==> src/rtl/mem_arb_pkg.sv <==
// Shared definitions for the two-requester memory arbiter: FSM encoding,
// default widths and the lock-counter width helper.
package mem_arb_pkg;

  typedef enum logic [1:0] {
    IDLE = 2'd0,
    OWN0 = 2'd1,
    OWN1 = 2'd2
  } arb_state_e;

  localparam int DEFAULT_ADDR_WIDTH = 8;
  localparam int DEFAULT_DATA_WIDTH = 8;
  localparam int DEFAULT_MAX_LOCK   = 16;

  // Counter only ever has to reach MAX_LOCK-1, so $clog2 bits are enough.
  function automatic int lock_cnt_width(input int max_lock);
    return (max_lock < 2) ? 1 : $clog2(max_lock);
  endfunction

endpackage

==> src/rtl/mem_arb_rr_pick.sv <==
// Two-way round-robin picker: a lone requester wins, a tie goes to the
// requester that was not served last. Grant is one-hot or zero.
module mem_arb_rr_pick (
  input  logic [1:0] req,
  input  logic       last,
  output logic [1:0] grant
);

  always_comb begin
    grant = 2'b00;
    case (req)
      2'b01:   grant = 2'b01;
      2'b10:   grant = 2'b10;
      2'b11:   grant = last ? 2'b01 : 2'b10;
      default: grant = 2'b00;
    endcase
  end

endmodule

==> src/rtl/mem_arbiter.sv <==
// Shares one synchronous-read memory port between two requesters with
// round-robin arbitration, timed-out locking and per-requester read return.
module mem_arbiter
  import mem_arb_pkg::*;
#(
  parameter int ADDR_WIDTH = DEFAULT_ADDR_WIDTH,
  parameter int DATA_WIDTH = DEFAULT_DATA_WIDTH,
  parameter int MAX_LOCK   = DEFAULT_MAX_LOCK
) (
  input  logic                  clk,
  input  logic                  rst,
  input  logic                  req0,
  input  logic                  lock0,
  input  logic                  we0,
  input  logic [ADDR_WIDTH-1:0] addr0,
  input  logic [DATA_WIDTH-1:0] wdata0,
  output logic                  ack0,
  output logic                  rvalid0,
  output logic [DATA_WIDTH-1:0] rdata0,
  input  logic                  req1,
  input  logic                  lock1,
  input  logic                  we1,
  input  logic [ADDR_WIDTH-1:0] addr1,
  input  logic [DATA_WIDTH-1:0] wdata1,
  output logic                  ack1,
  output logic                  rvalid1,
  output logic [DATA_WIDTH-1:0] rdata1,
  output logic                  mem_we,
  output logic [ADDR_WIDTH-1:0] mem_addr,
  output logic [DATA_WIDTH-1:0] mem_din,
  input  logic [DATA_WIDTH-1:0] mem_dout,
  output logic [1:0]            state_out
);

  localparam int              CW       = lock_cnt_width(MAX_LOCK);
  localparam logic [CW-1:0]   CNT_LAST = CW'(MAX_LOCK - 1);

  arb_state_e    state, state_nxt;
  logic [CW-1:0] lock_cnt, lock_cnt_nxt;
  logic          last, last_nxt;
  logic [1:0]    grant;
  logic [1:0]    ack;

  mem_arb_rr_pick u_pick (
    .req   ({req1, req0}),
    .last  (last),
    .grant (grant)
  );

  // Acks are suppressed while reset is asserted so nothing reaches memory.
  always_comb begin
    ack          = 2'b00;
    state_nxt    = state;
    lock_cnt_nxt = lock_cnt;
    if (rst) begin
      case (state)
        IDLE: begin
          ack          = grant;
          lock_cnt_nxt = '0;
          if (grant[0] && lock0)      state_nxt = OWN0;
          else if (grant[1] && lock1) state_nxt = OWN1;
        end
        OWN0: begin
          ack[0]       = req0;
          lock_cnt_nxt = lock_cnt + CW'(1);
          if (!lock0 || (lock_cnt == CNT_LAST)) state_nxt = IDLE;
        end
        OWN1: begin
          ack[1]       = req1;
          lock_cnt_nxt = lock_cnt + CW'(1);
          if (!lock1 || (lock_cnt == CNT_LAST)) state_nxt = IDLE;
        end
        default: state_nxt = IDLE;
      endcase
    end
  end

  always_comb begin
    last_nxt = last;
    if (ack[0])      last_nxt = 1'b0;
    else if (ack[1]) last_nxt = 1'b1;
  end

  always_ff @(posedge clk) begin
    if (!rst) begin
      state    <= IDLE;
      lock_cnt <= '0;
      last     <= 1'b1;
      rvalid0  <= 1'b0;
      rvalid1  <= 1'b0;
    end else begin
      state    <= state_nxt;
      lock_cnt <= lock_cnt_nxt;
      last     <= last_nxt;
      rvalid0  <= ack[0] & ~we0;
      rvalid1  <= ack[1] & ~we1;
    end
  end

  always_comb begin
    mem_we   = 1'b0;
    mem_addr = '0;
    mem_din  = '0;
    if (ack[0]) begin
      mem_we   = we0;
      mem_addr = addr0;
      mem_din  = wdata0;
    end else if (ack[1]) begin
      mem_we   = we1;
      mem_addr = addr1;
      mem_din  = wdata1;
    end
  end

  // Memory data lands one cycle after the address, i.e. during the rvalid cycle.
  assign rdata0    = rvalid0 ? mem_dout : '0;
  assign rdata1    = rvalid1 ? mem_dout : '0;
  assign ack0      = ack[0];
  assign ack1      = ack[1];
  assign state_out = state;

endmodule

==> config.mk <==
export PLATFORM = sky130hd
export DESIGN_NAME = mem_arbiter
export DESIGN_NICKNAME = d
export VERILOG_FILES = /design/src/rtl/mem_arb_pkg.sv /design/src/rtl/mem_arb_rr_pick.sv /design/src/rtl/mem_arbiter.sv
export SDC_FILE = /design/constraint.sdc
export NUM_CORES = 1
export LEC_CHECK = 0
export CAP_MARGIN = 10
export CORE_MARGIN = 4
export CORE_UTILIZATION = 32
export CTS_BUF_LIST = sky130_fd_sc_hd__clkbuf_8
export DETAILED_ROUTE_END_ITERATION = 6
export PLACE_DENSITY = 0.95
export SYNTH_ARGS = -nofsm -noshare
export SYNTH_HDL_FRONTEND = slang
export SYNTH_HIERARCHICAL = 1
export SYNTH_SLANG_ARGS = --single-unit
==> constraint.sdc <==
create_clock -name clk -period 2.1 [get_ports clk]
set_input_delay 0.315 -clock clk [delete_from_list [all_inputs] [get_ports clk]]
set_output_delay 0.315 -clock clk [all_outputs]
set_load 0.02 [all_outputs]
After elaboration in Yosys (flattened, before gate mapping)
Index checks and enable logic that the tools add are counted.
- add/sub/neg operators: 1
- equal/unequal tests: 9
- multiply operators: 0
- reduce and logical (&&, ||, !) cells: 11
- magnitude comparators: 0
- bitwise logic cells: 4
- divide/modulo/power cells: 0
- shifts and indexed selects: 0
- mux-type cells: 21
- operators by type and width (cell ; count):
    $mux 8 ; 6
    $mux 2 ; 6
    $pmux 2 s3 ; 2
    $pmux 4 s2 ; 1
    $eq 2x2->1 const B ; 3
    $add 4x1->4 const B ; 1
    $eq 2x1->1 const B ; 2
    $eq 4x4->1 const B ; 1
    $mux 1 ; 4
    $ne 2x2->1 const B ; 2
    $pmux 1 s2 ; 2
    $reduce_bool 2->1 ; 2
    $ne 3x3->1 const B ; 1
    $reduce_and 3->1 ; 1
    $and 1x1->1 ; 2
    $logic_and 1x1->1 ; 2
    $logic_not 1->1 ; 2
    $logic_not 2->1 ; 1
    $logic_or 1x1->1 ; 2
    $not 1->1 ; 2
    $reduce_or 2->1 ; 1
- output and inout port bits: 39
- word-level logic and storage cells: 51
- memories: 0
- bits in registers: 9
- bits in read-only memories: 0
- latch bits: 0
- memory bits (writable): 0
- bits of input ports: 48

Depth between registers and ports, before layout
Gate-level depths: netlist (run 1).
- depth after elaboration: 6
- gate-level depth with buffers: 7
- depth with buffers taken out: 5

Hierarchy
The synthesis (run 1) kept the hierarchy.
- modules (own cells, without submodules) (module ; times used ; cells an instance ; seq. area each (um^2) ; area each (um^2)):
    mem_arbiter ; 1 ; 126 ; 180.2 ; 929.6
    mem_arb_rr_pick ; 1 ; 3 ; 0.0 ; 18.8

Worst setup path before layout (run 1)
No wires, ideal clock.
- path kind: reg-to-output
- start point: reg state[0], in the netlist state_out[0]
- end point: out mem_addr[0]
- setup slack: 0.081 ns
- buffers on the path: 1
- cell stages (with the launch flop): 7
- required time: 1.785 ns
- arrival time: 1.704 ns
- cell sequence: dfxtp_1 > inv_1 > ha_1 > a22oi_4 > clkbuf_8 > nand3_1 > a21boi_1
- word-level cells in the longest chain between the ends: 5
- elaborated cells between the ends (all ways): 8
- classes of those cells: eq/ne: 2; mux: 5; reduce/logical: 1
- RTL lines (item ; line ; RTL):
    start, declared ; mem_arbiter.sv:38 ; arb_state_e state, state_nxt;
    start signal, assigned ; mem_arbiter.sv:92 ; state <= state_nxt;
    $eq 2x2->1 / $logic_not 2->1 (equally long branches) ; mem_arbiter.sv:56 ; case (state)
    $pmux 1 s2 ; mem_arbiter.sv:56 ;
    $mux 2 (*) ; mem_arbiter.sv:55 ; if (rst) begin
    $mux 8 ; mem_arbiter.sv:108 ; end else if (ack[1]) begin
    $mux 8 (*) ; mem_arbiter.sv:104 ; if (ack[0]) begin
    end, declared ; mem_arbiter.sv:29 ; output logic [ADDR_WIDTH-1:0] mem_addr,
Every way passes the cells marked *; elsewhere a longest branch is shown, timed or not.

Worst setup path after layout (run 1)
- start point: reg state[1], in the netlist state_out[1]
- end point: out mem_din[1]
- word-level cells in the longest chain between the ends: 5
- elaborated cells between the ends (all ways): 8
- classes of those cells: eq/ne: 2; mux: 5; reduce/logical: 1
- RTL lines (item ; line ; RTL):
    $eq 2x2->1 / $logic_not 2->1 (equally long branches) ; mem_arbiter.sv:56 ;
    $pmux 1 s2 ; mem_arbiter.sv:56 ;
    $mux 2 (*) ; mem_arbiter.sv:55 ;
    $mux 8 ; mem_arbiter.sv:108 ;
    $mux 8 (*) ; mem_arbiter.sv:104 ;
    end, declared ; mem_arbiter.sv:30 ; output logic [DATA_WIDTH-1:0] mem_din,
Marked as above.

==> results of run 1 <==
## cell type report
cell class | instances | share of cell area, %
Clock buffer | 3 | 2.165
Clock inverter | 1 | 0.1969
Inverter | 3 | 0.5906
Multi-Input combinational cell | 109 | 37.34
Sequential cell | 9 | 9.514
Tap cell | 31 | 2.034
Timing Repair Buffer | 100 | 48.16
## worst max-delay path by stage
stage                             from          end  slack (ns)  cells after the start
after global routing      state_out[1]   mem_din[7]       -0.03                      8
after detailed placement          req0       mem_we       -0.68                      7
after global placement            req1   mem_din[2]       -0.56                      7
final                     state_out[1]   mem_din[1]        0.06                      8
after CTS                 state_out[1]         ack0       0.007                      7
after floorplan           state_out[0]  mem_addr[0]        0.08                      6
## repair_timing
action | 4_1_cts | 5_1_grt
resized for setup | 90 | 10
endpoints found under the setup margin | 19 | 19
pin swaps | 1 | 0
## layer usage
metal / routed length [um] / track usage (%) / vias up
met2: 1902 / 34.89 / 55
li1: - / - / 643
met4: 33 / 3.857 / 0
met5: 0 / 0 / -
met1: 1503 / 20.87 / 562
met3: 305 / 5.935 / 6
## power by group through the flow
stage / registers (mW) / clock network [mW] / logic, mW
5_1_grt: 0.215 / 0.215 / 0.795
3_3_place_gp: 0.212 / 0 / 0.740
3_5_place_dp: 0.213 / 0 / 0.756
2_1_floorplan: 0.226 / 0 / 0.393
6_report: 0.213 / 0.197 / 0.736
4_1_cts: 0.211 / 0.204 / 0.721
## logic make-up (layout without fill, tap and decap cells)
logic type	after synthesis	in the layout	synth area share (%)
simple gates	70	70	37.60
compound gates	34	34	28.23
fa+ha+maj	5	5	6.596
buf+inv	11	107	8.574
flops	9	9	19.00
## through the flow
stage,util [%],hold WS (ns)
after detailed placement,68.47,0.4784
after floorplan,-,0.3866
after global placement,68.47,0.4639
after CTS,67.44,0.4850
after global routing,67.98,0.5135
final,67.98,0.4848
## placed cells by master, fill, tap and decap left out, types with 4 or more instances in the layout
master,synthesis,layout
clkdlybuf4s50_1,0,65
nand2_1,23,23
and2_1,17,17
nand3_1,18,17
buf_2,0,17
a21boi_1,11,13
buf_4,1,11
dfxtp_1,9,8
a21boi_0,11,7
nor2b_1,5,5
inv_1,3,4
## critical path, stage by stage, from the launching register on
cell and delay, ns:
dfxtp_1 0.31, inv_1 0.10, ha_2 0.22, buf_4 0.12, a22o_1 0.18, buf_12 0.15
nand2_1 0.05, a21boi_0 0.15, buf_2 0.20
## sequential cells by signal, summed over array words and instances (netlist names)
name / flops
rvalid1: 1
last: 1
state_out: 2
rvalid0: 1
lock_cnt: 4
==> summary.md, run 1 <==
| Metric | Value |
|---|---|
| Status | completed |
| Clock power share | 17.2% |
| Cell variety after synth | 28 |
| Longest Clk Path Bufs | 2 |
| Vias in the first global route | 1238 |
| H-tree Lvls | 1 |
| Post-route ant nets | 0 |
| Total global-route track usage | 18.82% |
| R2R Path End | state_out[1] |
| Syn_area_per_cell | 7.352 um^2 |
| Design area | 1907 um^2 |
| YS warnings | 6 |
| Worst Hold Class | reg -> reg |
| Hold endpoint | lock_cnt[3] |
| Nature of the critical path endpoint | output pin |
| Setup Skew | 0.0004841 ns |
| Area growth, synth to finish | 101.1% |
| Comb power frac | 64.2% |
| Critical path launch point type | flop |
| Placer congestion estimate | 0.8049 |
| Layout cell share with drive strength beyond 1 | 20.44% |
| CTS Buf Count | 3 |
| DR vias/cell | 4.945 |
| RSZ-0062 raised after global routing | yes |
| Final Slew Violations | 0 |
| Top-Level Pins | 87 |
| Final hold viol count | 0 |
| Static Leak | 0.8147 nW |
| Post-Layout Cell Count | 256 |
| Reg area | 181.4 um^2 |
| Nets | 279 |
| # DRC | 0 |
| Critical path arrival | 1.72 ns |
| Clk slew on worst S/H paths | 0.04 ns |
| Iter 0 DRT Violations | 51 |
| DP Cell Count | 252 |
| Largest net degree at the start of global routing | 21 |
| Main synth FF type | dfxtp_1 |
| Post-synth top cells | nand2_1, nand3_1, and2_1 |
| CP Max Fanout | 18 |
| Die ar. | 3899 um^2 |
| Row cnt | 19 |
| Root Buffer | clkbuf_8 |
| Port Buffers | 86 |
| DP Worst Slack | -0.6787 ns |
| Setup violations, final | 0 |
| Mean routed wirelength per cell | 14.63 um |
| Data required, critical path | 1.78 ns |
| Reg2Reg Depth | 7 |
| Drt total wl | 3745 um |
| Share of the synthesized area in the top cell type | 19.00% |
| Setup_tns | 0 ns |
| Area of the multi-input gates | 711.9 um^2 |
| Post-synth top area cell | dfxtp_1 |
| Global-route wire length before repair | 5968 um |
| Final Cycle Share | 97.13% |
| Starting Density | 33.81% |
| CTS sink cnt | 9 |
| Hold buffers post-CTS | 0 |
| Crit Reg-Reg Startpoint | state_out[0] |
| GRT overflow | 0 |
| Die height | 62.44 um |
| # Post-CTS Setup Buffers | 0 |
| Syn Nets | 182 |
| WS Path Type | reg -> out |
| Reg2reg setup slack | 0.54 ns |
| Hold depth | 2 |
| Total number of vias | 1266 |
| Initial antenna violation count | 0 |
| Final worst setup slack | 0.06028 ns |
| Fill count | 237 |
| Switching power | 0.4578 mW |
| Internal Power | 0.6881 mW |
| Top-count cell post-synth | nand2_1 |
| Clk_lat worst skew | 0.23 ns |
| Slew @ Worst Pin | 0.2606 ns |
| Hpwl dp | 2963 um |
| Post-layout min period | 2.040 ns |
| Cells after Synth | 129 |
| Core Area | 2805 um^2 |
| Synth Register Bits | 9 |
| Sequential power share | 18.6% |
| CTS tree | done |
| Area contributors post-synth | dfxtp_1, and2_1, nand3_1 |
| Worst Hold Launch | lock_cnt[3] |
| Ys async rst share | 0% |
| Sequential area share after synthesis | 19.00% |
| Switching Fraction | 39.95% |
| DIE WIDTH | 62.44 um |
| Antenna Cells | 0 |
| Number of enable flip-flop cells after synthesis | 0 |
| Worst IR drop on VDD | 437.4 uV |
| Fmax achieved | 490.3 MHz |
| Rel. slew slack | 82.47% |
| Mapped cell area | 948.4 um^2 |
| Power Dens Cells | 600.9 nW/um^2 |
| Max Cap Viol | 0 |
| Power, Total | 1.146 mW |
| Placed Area | 1921 um^2 |
| Drt pass-1 iters | 4 |
No activity file was read; power rests on OpenSTA's default activity.
==> run 2, diff against run 1 <==
--- a/config.mk
+++ b/config.mk
@@ -7,10 +7,12 @@
 export LEC_CHECK = 0
 export CAP_MARGIN = 10
 export CORE_MARGIN = 4
-export CORE_UTILIZATION = 32
+export CORE_UTILIZATION = 65
 export CTS_BUF_LIST = sky130_fd_sc_hd__clkbuf_8
 export DETAILED_ROUTE_END_ITERATION = 6
-export PLACE_DENSITY = 0.95
+export DONT_BUFFER_PORTS = 1
+export PLACE_DENSITY = 0.93
+export SKIP_LAST_GASP = 1
 export SYNTH_ARGS = -nofsm -noshare
 export SYNTH_HDL_FRONTEND = slang
 export SYNTH_HIERARCHICAL = 1
==> run 2 against run 1 <==
Compared with the run above:
- critical path depth is 1 lower
- sequential share of layout area is 6.0 points higher
- worst hold slack worse by 0.34 ns
- power is 12% lower
- register-to-register slack better by 0.03 ns
- cell count is 36% lower
- non-clock buffer count is 76 lower
- maximum frequency is 1.4% higher
- clock-buffer cell count stayed put
- global-route usage is 9.3 points higher
- sequential power is 3% higher
- core utilization is 20 points higher
- largest cell class is now multi-input gates
- largest power group unchanged
- highest routed layer unchanged
==> summary.md, run 2 (synthesized netlist as in run 1, its figures left out) <==
| Metric | Value |
|---|---|
| Rel. slew slack | 75.46% (-7.0 points) |
| WS Path Type | reg -> out |
| Nature of the critical path endpoint | output pin |
| H-tree Lvls | 1 (unchanged) |
| Top-Level Pins | 87 (unchanged) |
| Fmax achieved | 497.2 MHz (+1.4%) |
| Die height | 46.20 um (-26%) |
| CP Max Fanout | 14 (-4) |
| Longest Clk Path Bufs | 2 (unchanged) |
| Clk_lat worst skew | 0.24 ns (about the same) |
| Status | completed |
| CTS tree | done |
| Final Cycle Share | 95.77% (-1.4 points) |
| Most common cell after layout, fill and taps aside | nand2_1 |
| DIE WIDTH | 46.20 um (-26%) |
| Mean routed wirelength per cell | 19.13 um (+31%) |
| Area growth, synth to finish | 23.61% |
| DP Cell Count | 156 (-38%) |
| Vias in the first global route | 990 (-20%) |
| Placed Area | 1060 um^2 (-45%) |
| Post-layout min period | 2.011 ns (-0.02858 ns) |
| Port Buffers | 0 (-100%) |
| Design area | 1172 um^2 (-39%) |
| Static Leak | 0.5079 nW (-38%) |
| Worst IR drop on VDD | 671.5 uV (+54%) |
| Nets | 203 (-27%) |
| Max Cap Viol | 0 (unchanged) |
| Worst-path cell chain | inv_1, a21boi_2, a22o_4, buf_12, nand2_1, a21boi_1, buf_4 |
| Drt total wl | 3138 um (-16%) |
| Drt pass-1 iters | 4 (unchanged) |
| Power, Total | 1.005 mW (-12%) |
| Critical path launch point type | flop |
| Largest register FFs | 4 (unchanged) |
| Row cnt | 13 (-6) |
| Slowest CP cell | dfxtp_1 |
| DR vias/cell | 6.634 (+34%) |
| Data required, critical path | 1.78 ns (about the same) |
| Iter 0 DRT Violations | 38 (-25%) |
| CTS Buf Count | 3 (unchanged) |
| # DRC | 0 (unchanged) |
| Worst Hold Class | in -> reg |
| Reg2reg setup slack | 0.57 ns (+0.03 ns) |
| Power Dens Cells | 857.2 nW/um^2 (+43%) |
| Die ar. | 2134 um^2 (-45%) |
| Root Buffer | clkbuf_8 |
| Starting Density | 71.11% (+37 points) |
| Hold buffers post-CTS | 0 (unchanged) |
| Final Slew Violations | 0 (unchanged) |
| GRT overflow | 0 (unchanged) |
| Antenna Cells | 0 (unchanged) |
| Post-route ant nets | 0 (unchanged) |
| CTS sink cnt | 9 (unchanged) |
| Worst path max stage delay | 0.36 ns (+0.05 ns) |
| Global-route wire length before repair | 4243 um (-29%) |
| Core Area | 1334 um^2 (-52%) |
| Setup violations, final | 0 (unchanged) |
| Critical path arrival | 1.70 ns (-0.02 ns) |
| Total global-route track usage | 28.07% (+9.3 points) |
| Total number of vias | 1088 (-14%) |
| Setup Skew | 0.0006652 ns (+0.0001811 ns) |
| Layout cell share with drive strength beyond 1 | 24.83% (+4.4 points) |
| Most frequent cells in the layout | nand2_1, buf_4, nand3_1 |
| Hpwl dp | 2338 um (-21%) |
| Placer congestion estimate | 0.8222 (+2.1%) |
| Largest net degree at the start of global routing | 29 (+38%) |
| Post-Layout Cell Count | 164 (-36%) |
| Slew @ Worst Pin | 0.3675 ns (+0.1070 ns) |
| Top reg by flops | lock_cnt |
| Final hold viol count | 0 (unchanged) |
| Clk slew on worst S/H paths | 0.05 ns (about the same) |
| Initial antenna violation count | 0 (unchanged) |
-- run 2: per-layer routing --
layer	GRT usage [%]	part of all wire (%)	up-vias
li1	-	-	488
met2	52.75	57	82
met3	8.203	10	11
met1	25.81	30	507
met4	17.05	3.0	0
met5	0	0	-
-- run 2: worst paths after layout --
check | end | from | depth (start not counted)
setup / recovery | mem_addr[2] | last | 7
setup reg to reg | state_out[1] | state_out[1] | 5
hold reg to reg | lock_cnt[3] | lock_cnt[3] | 2
hold / removal | rvalid1 | we1 | 1
-- run 2: worst max-delay path, delay by kind of cell, from the launching register on --
kind / cells / cell delay [ns]
flip-flops: 1 / 0.36
AND/OR/NAND/NOR: 1 / 0.07
AO/OA/AOI/OAI: 3 / 0.64
buffers and inverters: 3 / 0.37
-- run 2: power breakdown --
group | total (mW) | switching (mW) | internal [mW]
Sequential | 0.219 | 0.0262 | 0.193
Combinational | 0.578 | 0.331 | 0.247
Clock | 0.208 | 0.0797 | 0.128
Total | 1.00 | 0.437 | 0.568
-- run 2: metrics by stage --
step                util (%)    TNS, ns  hold WS (ns)  worst slack, ns
floorplan                  -          0        0.3866          0.08104
detailed placement     79.46          0        0.3939           0.1255
CTS                    84.90   -0.02551        0.1488         -0.01344
finish                 87.90          0        0.1422          0.08886
global route           87.90  -0.006281        0.1334        -0.005105
global placement       79.46          0        0.3854           0.2056
-- run 2: layout make-up --
cell class	instances	area (um^2)
inverter	3	11.26
fill	85	161.4
clock buffer	3	41.29
clock inverter	1	3.754
sequential	9	181.4
multi-input combinational	109	715.7
timing repair buffer	24	200.2
tap	15	18.77
-- run 2: repair_timing --
action / 4_1_cts / 5_1_grt
resized for setup: 3 / 11
pin swaps: 1 / 1
endpoints found under the setup margin: 17 / 17
buffers inserted: 2 / 1
cloned: 0 / 1
==> run 3, diff against run 2 <==
--- a/config.mk
+++ b/config.mk
@@ -6,7 +6,7 @@
 export NUM_CORES = 1
 export LEC_CHECK = 0
 export CAP_MARGIN = 10
-export CORE_MARGIN = 4
+export CORE_MARGIN = 8
 export CORE_UTILIZATION = 65
 export CTS_BUF_LIST = sky130_fd_sc_hd__clkbuf_8
 export DETAILED_ROUTE_END_ITERATION = 6
==> run 3 against run 2 <==
Compared with the run above:
- wire length increased by 2.1%
- power shrank 6.8%
- critical path depth is the same
- cell count down 1.2%
- maximum frequency rose by 0.60%
- sequential cell count stayed put
- die area up 38%
- worst hold slack better by 0.0079 ns
- setup slack improved by 0.012 ns
- non-clock buffer count shrank 2
- first-iteration DRC count fell by 39%
- critical endpoint is now mem_din[7]
==> summary.md, run 3 (synthesized netlist as in run 1, its figures left out) <==
| Metric | Value |
|---|---|
| Status | completed |
| Sequential power share | 23.0% (+1.2 points) |
| Clock power share | 21.0% (+0.3 points) |
| Max Cap Viol | 0 (unchanged) |
| DP Cell Count | 156 (unchanged) |
| Initial antenna violation count | 0 (unchanged) |
| Internal Power | 0.5319 mW (-6.3%) |
| Switching Fraction | 43.21% (-0.28 points) |
| Worst Hold Launch | rst |
| CP Max Fanout | 18 (+4) |
| Area growth, synth to finish | 18.87% |
| Switching power | 0.4047 mW (-7.4%) |
| GRT overflow | 0 (unchanged) |
| Nets | 201 (-0.99%) |
| Setup violations, final | 0 (unchanged) |
| Clk slew on worst S/H paths | 0.04 ns (about the same) |
| H-tree Lvls | 1 (unchanged) |
| Mean routed wirelength per cell | 19.78 um (+3.4%) |
| Nature of the critical path endpoint | output pin |
| Port Buffers | 0 (unchanged) |
| # DRC | 0 (unchanged) |
| Most frequent cells in the layout | nand2_1, buf_4, nand3_1 |
| Placer congestion estimate | 0.7958 (-3.2%) |
| R2R Path End | rvalid0 |
| Largest net degree at the start of global routing | 29 (unchanged) |
| Comb power frac | 55.9% (-1.6 points) |
| Post-route ant nets | 0 (unchanged) |
| Reg2reg setup slack | 0.55 ns (-0.02 ns) |
| Setup Skew | 0.002408 ns (+0.001742 ns) |
| Antenna Cells | 0 (unchanged) |
| CTS tree | done |
| Fmax achieved | 500.2 MHz (+0.60%) |
| RSZ-0062 raised after global routing | no |
| Power Dens Cells | 830.8 nW/um^2 (-3.1%) |
| Critical path arrival | 1.68 ns (-0.02 ns) |
| Data required, critical path | 1.78 ns (about the same) |
| Met2 global-route usage | 40.27% (-12 points) |
| Root Buffer | clkbuf_8 |
| DP Worst Slack | 0.1830 ns (+0.05753 ns) |
| Core Area | 1334 um^2 (unchanged) |
| Final Util | 84.52% (-3.4 points) |
| Total number of vias | 1004 (-7.7%) |
| DIE WIDTH | 54.20 um (+17%) |
| Setup_tns | 0 ns (unchanged) |
| Final worst setup slack | 0.1009 ns (+0.01205 ns) |
| Top reg by flops | lock_cnt |
| Busiest grt layer | met2 |
| Clk_lat worst skew | 0.23 ns (about the same) |
| Static Leak | 0.4899 nW (-3.5%) |
| Drt pass-1 iters | 4 (unchanged) |
| Post-Layout Cell Count | 162 (-1.2%) |
| Critical path launch point type | flop |
| Hold depth | 1 (unchanged) |
| Layout cell share with drive strength beyond 1 | 21.77% (-3.1 points) |
| CTS Buf Count | 3 (unchanged) |
| Die ar. | 2938 um^2 (+38%) |
| Fill count | 93 (+9.4%) |
| Grt met1 use | 18.42% (-7.4 points) |
| Post-layout min period | 1.999 ns (-0.01205 ns) |
| Top-Level Pins | 87 (unchanged) |
| Crit Reg-Reg Startpoint | state_out[0] |
| Vias in the first global route | 986 (-0.40%) |
| Iter 0 DRT Violations | 23 (-39%) |
| Global-route wire length before repair | 4547 um (+7.2%) |
| Worst Hold Class | in -> reg |
| Largest register FFs | 4 (unchanged) |
| Drt total wl | 3204 um (+2.1%) |
| Reg2Reg Depth | 6 (+1) |
| Total global-route track usage | 20.15% (-7.9 points) |
| Row cnt | 13 (unchanged) |
| Final hold viol count | 0 (unchanged) |
| Worst IR drop on VDD | 713.4 uV (+6.2%) |
| Final Cycle Share | 95.19% (-0.57 points) |
| Hold buffers post-CTS | 0 (unchanged) |
| Longest Clk Path Bufs | 2 (unchanged) |
| GR Util met3 | 5.785% (-2.4 points) |
| DR vias/cell | 6.198 (-6.6%) |
| Starting Density | 71.11% (unchanged) |
| Slew @ Worst Pin | 0.3781 ns (+0.01055 ns) |
| Die height | 54.20 um (+17%) |
| CTS sink cnt | 9 (unchanged) |
| WS Path Type | reg -> out |
| Hpwl dp | 2682 um (+15%) |
| Final Slew Violations | 0 (unchanged) |
| Most common cell after layout, fill and taps aside | nand2_1 |
| Hold endpoint | last |
| Rel. slew slack | 74.76% (-0.70 points) |
## run 3: cell types whose count changed in the layout (fill, tap and decap cells not counted)
cell / delta
a21boi_2: -1
buf_6: -1
a21boi_1: +1
a22o_4: -1
dfxtp_2: -1
a22o_1: +1
buf_12: -1
dfxtp_1: +1
## run 3: power by group through the flow
| stage | combinational, mW | clock [mW] | sequential, mW |
|---|---|---|---|
| finish | 0.524 | 0.197 | 0.216 |
| global route | 0.567 | 0.212 | 0.219 |
| CTS | 0.517 | 0.200 | 0.216 |
| detailed placement | 0.492 | 0 | 0.218 |
| global placement | 0.470 | 0 | 0.215 |
| floorplan | 0.393 | 0 | 0.226 |
## run 3: worst max path at each step
stage	startpoint	to	slack, ns	cells past startpoint
after floorplan	state_out[0]	mem_addr[0]	0.08	6
after global placement	state_out[0]	mem_din[0]	0.27	6
after detailed placement	state_out[1]	mem_din[7]	0.18	6
after CTS	state_out[0]	mem_din[0]	0.04	7
after global routing	last	mem_din[7]	0.002	7
final	last	mem_din[7]	0.10	7
## run 3: routing by layer
metal	vias to the layer above	part of all wire [%]
met5	-	0
li1	484	-
met3	7	12
met4	0	1.6
met2	49	56
met1	464	30
## run 3: layout make-up
cell class                 count  area (um^2)  area share (%)
multi-input combinational    109        703.2           62.38
sequential                     9        180.2           15.98
timing repair buffer          22        168.9           14.98
clock buffer                   3        41.29           3.663
tap                           15        18.77           1.665
inverter                       3        11.26          0.9989
clock inverter                 1        3.754          0.3330
## run 3: per-stage QoR
| step | hold WS (ns) | power, mW | instance area (um^2) |
|---|---|---|---|
| floorplan | 0.3866 | 0.6191 | 948.4 |
| global placement | 0.3813 | 0.6856 | 1047 |
| detailed placement | 0.3832 | 0.7103 | 1047 |
| CTS | 0.1439 | 0.9330 | 1119 |
| global route | 0.1429 | 0.9981 | 1127 |
| finish | 0.1501 | 0.9366 | 1127 |
## run 3: timing repair
| action | CTS | global route |
|---|---|---|
| setup buffers | 2 | 0 |
| gates resized for setup | 2 | 6 |
| pin swaps | 1 | 0 |
| setup endpoints to repair | 17 | 11 |
## run 3: critical path: stages (launching register included)
cell      delay [ns]
dfxtp_1         0.34
inv_1           0.06
a21boi_2        0.25
a22o_1          0.17
buf_4           0.20
nand2_1         0.07
a21boi_0        0.17
buf_4           0.18
